File: src/rtl/reg_bank_cmd_bridge.sv
// Request-FIFO bridge that serialises upstream read/write commands onto a simple register-bank port.
// Define REG_BANK_BRIDGE_WR_ACK_EN to make writes return a response carrying the written data.
`timescale 1ns/1ps

module reg_bank_cmd_bridge #(
  parameter int FIFO_DEPTH   = 4,
  parameter int READ_LATENCY = 1
) (
  input  logic        clk,
  input  logic        reset,
  input  logic        req_valid,
  output logic        req_ready,
  input  logic [7:0]  req_addr,
  input  logic [15:0] req_wdata,
  input  logic        req_rw,
  output logic [7:0]  address,
  output logic [15:0] data_in,
  output logic        rw,
  input  logic [15:0] data_out,
  output logic        rsp_valid,
  input  logic        rsp_ready,
  output logic [15:0] rsp_rdata,
  output logic [7:0]  rsp_addr,
  output logic [4:0]  fifo_count
);

  localparam int         PTR_W   = $clog2(FIFO_DEPTH);
  localparam logic [4:0] DEPTH_C = 5'(FIFO_DEPTH);
  localparam logic [2:0] LAT_C   = 3'(READ_LATENCY);

  localparam logic [1:0] S_IDLE  = 2'd0;
  localparam logic [1:0] S_ISSUE = 2'd1;
  localparam logic [1:0] S_WAIT  = 2'd2;
  localparam logic [1:0] S_RESP  = 2'd3;

  logic [24:0]      r_fifo_mem [FIFO_DEPTH];
  logic [PTR_W-1:0] r_wr_ptr;
  logic [PTR_W-1:0] r_rd_ptr;
  logic [4:0]       r_count;

  logic [1:0]  r_state;
  logic [7:0]  r_address;
  logic [15:0] r_data_in;
  logic        r_hold_rw;
  logic [2:0]  r_lat_cnt;
  logic        r_rsp_valid;
  logic [15:0] r_rsp_rdata;
  logic [7:0]  r_rsp_addr;

  logic w_push;
  logic w_pop;

  // NOTE: ready looks only at the registered count, so a pop while full cannot make room in the same cycle.
  assign req_ready = reset & (r_count < DEPTH_C);
  assign w_push    = req_valid & req_ready;
  assign w_pop     = (r_state == S_IDLE) && (r_count != 5'd0);

  // NOTE: payload storage has no reset; the pointers and count alone decide which entries are valid.
  always_ff @(posedge clk) begin
    if (w_push) begin
      r_fifo_mem[r_wr_ptr] <= {req_addr, req_wdata, req_rw};
    end
  end

  always_ff @(posedge clk or negedge reset) begin
    if (!reset) begin
      r_wr_ptr <= '0;
      r_rd_ptr <= '0;
      r_count  <= '0;
    end else begin
      if (w_push) r_wr_ptr <= r_wr_ptr + 1'b1;
      if (w_pop)  r_rd_ptr <= r_rd_ptr + 1'b1;
      case ({w_push, w_pop})
        2'b10:   r_count <= r_count + 5'd1;
        2'b01:   r_count <= r_count - 5'd1;
        default: r_count <= r_count;
      endcase
    end
  end

  // The holding register doubles as the bank-side address/data drivers, so they keep their last value.
  always_ff @(posedge clk or negedge reset) begin
    if (!reset) begin
      r_state     <= S_IDLE;
      r_address   <= '0;
      r_data_in   <= '0;
      r_hold_rw   <= 1'b0;
      r_lat_cnt   <= '0;
      r_rsp_valid <= 1'b0;
      r_rsp_rdata <= '0;
      r_rsp_addr  <= '0;
    end else begin
      case (r_state)
        S_IDLE: begin
          if (w_pop) begin
            {r_address, r_data_in, r_hold_rw} <= r_fifo_mem[r_rd_ptr];
            r_state <= S_ISSUE;
          end
        end
        S_ISSUE: begin
          if (r_hold_rw) begin
`ifdef REG_BANK_BRIDGE_WR_ACK_EN
            r_rsp_valid <= 1'b1;
            r_rsp_rdata <= r_data_in;
            r_rsp_addr  <= r_address;
            r_state     <= S_RESP;
`else
            r_state     <= S_IDLE;
`endif
          end else begin
            r_lat_cnt <= LAT_C;
            r_state   <= S_WAIT;
          end
        end
        S_WAIT: begin
          r_lat_cnt <= r_lat_cnt - 3'd1;
          if (r_lat_cnt == 3'd1) begin
            r_rsp_valid <= 1'b1;
            r_rsp_rdata <= data_out;
            r_rsp_addr  <= r_address;
            r_state     <= S_RESP;
          end
        end
        S_RESP: begin
          if (rsp_ready) begin
            r_rsp_valid <= 1'b0;
            r_state     <= S_IDLE;
          end
        end
        default: r_state <= S_IDLE;
      endcase
    end
  end

  assign address    = r_address;
  assign data_in    = r_data_in;
  assign rw         = (r_state == S_ISSUE) & r_hold_rw;
  assign rsp_valid  = r_rsp_valid;
  assign rsp_rdata  = r_rsp_rdata;
  assign rsp_addr   = r_rsp_addr;
  assign fifo_count = r_count;

endmodule

File: config.mk
export PLATFORM = sky130hd
export DESIGN_NAME = reg_bank_cmd_bridge
export DESIGN_NICKNAME = d
export VERILOG_FILES = /design/src/rtl/reg_bank_cmd_bridge.sv
export SDC_FILE = /design/constraint.sdc
export NUM_CORES = 1
export LEC_CHECK = 0
export CAP_MARGIN = 20
export CORE_MARGIN = 2
export CORE_UTILIZATION = 48
export CTS_CLUSTER_SIZE = 28
export DETAILED_ROUTE_END_ITERATION = 6
export DONT_BUFFER_PORTS = 1
export RECOVER_POWER = 25
export REMOVE_ABC_BUFFERS = 1
export SLEW_MARGIN = 0
export SYNTH_ARGS = -nofsm -noshare
export SYNTH_HDL_FRONTEND = slang
export SYNTH_SLANG_ARGS = --single-unit
File: constraint.sdc
create_clock -name clk -period 3.45 [get_ports clk]
set_input_delay 0.345 -clock clk [delete_from_list [all_inputs] [get_ports clk]]
set_output_delay 0.345 -clock clk [all_outputs]
set_load 0.1 [all_outputs]
# == Yosys cells after proc, flatten, opt, wreduce, memory -nomap -nowiden ==
# Memory sizes are Yosys's and may differ from the RTL's. A register that Yosys moved wholly into a read port is not among the register bits.
# Index checks and enable logic that the tools add are counted.
# word_totals
register_bits,39
mem_bits_rw,100
inputBits,45
wordCells,53
mem_count,1
# op_classes
magnitude_cmp,1
reduce_logical,12
eq_ne,10
addsub,5
n_bitwise,3
mux,13
# memory_table
name,depth,word_bits,rd,rd_ports_with_merged_regs,write_ports,line_no,text
r_fifo_mem,4,25,1,1,1,36,logic [24:0] r_fifo_mem [FIFO_DEPTH];
# ops
cell,count
$pmux 5 s2,1
$mux 2,4
$ne 2x2->1 const B,4
$pmux 2 s4,1
$eq 2x2->1 const B,3
$pmux 3 s2,1
$reduce_and 2->1,3
$reduce_and 3->1,2
$reduce_bool 2->1,3
$add 5x1->5 const B,1
$lt 5x3->1 const B,1
$reduce_bool 5->1,1
$sub 5x1->5 const B,1
$add 2x1->2 const B,2
$eq 2x1->1 const B,2
$mux 1,4
$and 1x1->1,3
$eq 3x1->1 const B,1
$mux 3,1
$sub 3x1->3 const B,1
$logic_not 2->1,1
$pmux 1 s2,1
$logic_and 1x1->1,1
$logic_not 1->1,1

# == Logic depth before layout (Yosys ltp) ==
# depth
word_depth,5
mapped_depth,9
ltp_nobuf,8

# == Least setup slack after synthesis ==
# OpenSTA, ideal clock, no wires.
# synth_timing
path_kind,reg-to-reg
from,register r_count[1] (netlist: fifo_count[1])
to,register r_count[4] (netlist: fifo_count[4])
n_path_buf,1
t_required_ns,3.316
setup_slack_ns,-0.007
path_stages_with_launch,9
setup_ns,0.134
arrival_ns,3.323
cell_sequence,dfrtp_1 nor2_1 a211oi_4 buf_6 ha_1 ha_1 or4b_2 o311ai_0 o211ai_1
# synth_rtl
item,line_no,text
"start, declared",39,logic [4:0] r_count;
"start signal, assigned",74,2'b10: r_count <= r_count + 5'd1;
"start signal, assigned",75,2'b01: r_count <= r_count - 5'd1;
"start signal, assigned",76,default: r_count <= r_count;
$reduce_bool 5->1 *,56,assign w_pop = (r_state == S_IDLE) && (r_count != 5'd0);
$logic_and 1x1->1 *,56,
via w_pop,51,logic w_pop;
$eq 2x1->1 / $eq 2x2->1 (equally long branches),73,"case ({w_push, w_pop})"
$pmux 5 s2 / $reduce_bool 2->1 (equally long branches),--,
# The timed path passes the listed nets; every way through them passes the cells marked *.
# A chain may end at the register's enable or synchronous reset.

# == Final worst setup path ==
# layout_timing
from,register r_count[4] (netlist: fifo_count[4])
to,register r_count[4] (netlist: fifo_count[4])
# layout_between
elab_chain_cells,5
# layout_rtl
item,line_no,text
$lt 5x3->1,54,assign req_ready = reset & (r_count < DEPTH_C);
$and 1x1->1,54,
$and 1x1->1,55,assign w_push = req_valid & req_ready;
$eq 2x1->1 / $eq 2x2->1 (equally long branches),73,
$pmux 5 s2 / $reduce_bool 2->1 (equally long branches),--,
# Several ways; a longest one is shown, not always the timed one.

==> impl_metrics.csv <==
group,metric,value,unit
worst_setup_path,slowest_stage,"or4b_2",
sta,tightest_slew,0.9750,ns
logic_synthesis,synth_edf_count,100,
final_layout,layout_commonest_cell,"edfxtp_1",
sta,setup_viol,0,
placement,gp_congestion,0.7177,
worst_setup_path,crit_required,3.74,ns
logic_synthesis,synthFlopType,"edfxtp_1",
logic_synthesis,yosys.area.top_type,"edfxtp_1",
worst_setup_path,critPathMostFrequentCell,"ha_1",
sta,hold_ws,0.01784,ns
sta,setup_slack,0.5245,ns
worst_setup_path,worstSetupStartpointType,"flip-flop",
logic_synthesis,yosysTopAreaCellShare,46.68,%
floorplanning,initial_core_util,48.77,%
cts,numCtsBuffers,17,
worst_setup_path,r2r-start,"fifo_count[4]",
worst_setup_path,endpoint_kind,"flip-flop",
worst_setup_path,crit_fanout,10,
final_layout,diodes,0,
final_layout,fin_nets,427,
cts,cts_buffer_depth,2,
floorplanning,die_height,119.8,um
sta,fin_setup_tns,0,ns
detailed_routing,vias_per_cell,5.414,
flow_run,timing.max_cap.violations,0,
logic_synthesis,syn-instance-count,335,
sta,fin_worst_skew,0.007729,ns
cts,clock-sinks,164,
global_route,grt_pass1_wl,17.71,mm
sta,max_freq,341.8,MHz
cts,htreeDepth,4,
logic_synthesis,synth_area_leaders,"edfxtp_1, dfrtp_1, mux2_2, mux4_2, ha_1",
floorplanning,ios,101,
global_route,antenna_found_initial,0,
sta,rsz0062_at_grt,"no",
floorplanning,fp.dieW,119.8,um
cts,cts_root_buf,"clkbuf_16",
detailed_routing,num_vias,3032,
sta,slew_viol_final,0,
worst_setup_path,worst-r2r-cell-count,8,
global_route,grt_pass1_vias,3138,
detailed_routing,drt_first_iter_violations,123,
cts,postCtsHoldBufs,13,
worst_setup_path,r2r_end,"fifo_count[4]",
logic_synthesis,yosysWarnings,0,
min_path,hp-start,"req_wdata[9]",
sta,slew_headroom,35.23,%
placement,place_ws,0.5679,ns
logic_synthesis,synth_seq_cells,164,
worst_setup_path,cp-startpoint,"fifo_count[4]",
cts,cts_tree,"yes",
detailed_routing,wl,11.48,mm
final_layout,final_area,7460,um2
global_route,grt_usage,16.99,%
worst_setup_path,r2r_slack,0.52,ns
logic_synthesis,syn_area,6432,um2
sta,timing.final.crit_share,84.80,%
detailed_routing,routedWlPerCell,20.51,um
floorplanning,core.rowCount,42,
detailed_routing,drc,0,
final_layout,area_growth,15.97,%
logic_synthesis,synth.distinct_cells,35,
min_path,hp-class,"in2reg",
status,status,"completed",
worst_setup_path,worstPathCellList,"nor3_4, and3_1, inv_1, ha_1, ha_1, or4b_2, o311ai_0, o211ai_1",
floorplanning,die-area,14340,um2
final_layout,drive_above_1_share,31.77,%
cts,post_cts_buffers,0,
sta,fin_crit,2.925,ns
min_path,holdPathEnd,"r_fifo_mem[3][10]",
worst_setup_path,slowest_delay,0.64,ns
placement,portBuffers,0,
min_path,whs_path_depth,0,
final_layout,layout_common_cells,"edfxtp_1, dfrtp_1, mux2_2",
worst_setup_path,critPathKind,"reg2reg",
global_route,grt_max_degree,65,
detailed_routing,dr.pass1.iters,5,
placement,dpl_cell_area,6626,um2
logic_synthesis,ys_async_sr_fraction,39.02,%
global_route,grt_overflow,0,
cts,cts_resized,0,
detailed_routing,ant_nets,0,
logic_synthesis,ys_seq_area_share,71.58,%
floorplanning,fp.coreArea,13190,um2
worst_setup_path,crit_arrival,3.22,ns
cts,clock_latency,0.42,ns
placement,dp_hpwl,6.382,mm
cts,clk_pin_slew,0.06,ns
sta,hold_viol,0,
logic_synthesis,avgSynthCellArea,19.20,um2
cell families after synthesis:
| kind of cell | Yosys count | synth area share [%] |
|---|---|---|
| AOI/OAI and AO/OA | 22 | 2.373 |
| xor gates and xnor gates | 6 | 0.8170 |
| adders and majority gates | 11 | 2.256 |
| buffers and inverters | 24 | 2.081 |
| DFF | 164 | 71.58 |
| muxes | 77 | 17.86 |
| and+or+nand+nor | 31 | 3.035 |
through the flow:
| step | instances | util, % |
|---|---|---|
| floorplan | 320 | - |
| finish | 560 | 56.55 |
| detailed placement | 505 | 50.24 |
| global placement | 505 | 50.24 |
| CTS | 550 | 55.80 |
| global route | 560 | 56.55 |
worst max-delay path by stage:
stage               slack [ns]  cells past startpoint             to
floorplan                -0.38                      7  fifo_count[4]
global placement          0.69                      8  fifo_count[4]
detailed placement        0.57                      8  fifo_count[4]
CTS                       0.56                      8  fifo_count[4]
global route              0.35                      8  fifo_count[4]
finish                    0.52                      8  fifo_count[4]
final cells by class:
class                   instances  area (um2)
repair buffers                 32       315.3
well taps                     176       220.2
multi-input cells             147        1699
clock inverters                11       135.1
inverters                       9       33.78
clock buffers                  21       450.4
flip-flops and latches        164        4606
fillers                       989        5731
sequential cells by signal, indices dropped and copies added (netlist names), named ones only:
name        count
fifo_count      5
data_in        16
r_state         1
r_hold_rw       1
r_rd_ptr        2
rsp_addr        8
r_lat_cnt       3
rsp_rdata      16
rsp_valid       1
address         8
r_wr_ptr        2
r_fifo_mem    100
synthesized netlist by cell type, drive strengths merged (2+ instances only):
master,number
buf,10
mux4,25
nand3,3
o21ai,7
and2,6
and3,2
dfrtp,64
mux2,52
clkbuf,5
inv,9
nor2,4
and3b,2
nand2,5
ha,10
nor3b,5
edfxtp,100
a21oi,7
xnor2,5
routing by layer:
metal  vias up  routed length, um  part of all wire [%]  GRT usage [%]
met2        95               5498                    48          26.71
li1       1360                  -                     -              -
met3        15                877                   7.6          6.987
met1      1562               4924                    43          21.13
met4         0                182                   1.6          6.618
met5         -                  0                     0              0
worst max-delay path, delay by kind of cell (launching register included):
family | cells | cell delay, ns
adders and majority gates | 2 | 0.73
and+or+nand+nor | 3 | 1.33
buffers and inverters | 1 | 0.08
AOI/OAI and AO/OA | 2 | 0.24
DFF | 1 | 0.40
Power is left out: the tool's default activity adds up to more than one toggle a clock period on the data nets, which glitch-free logic cannot reach.
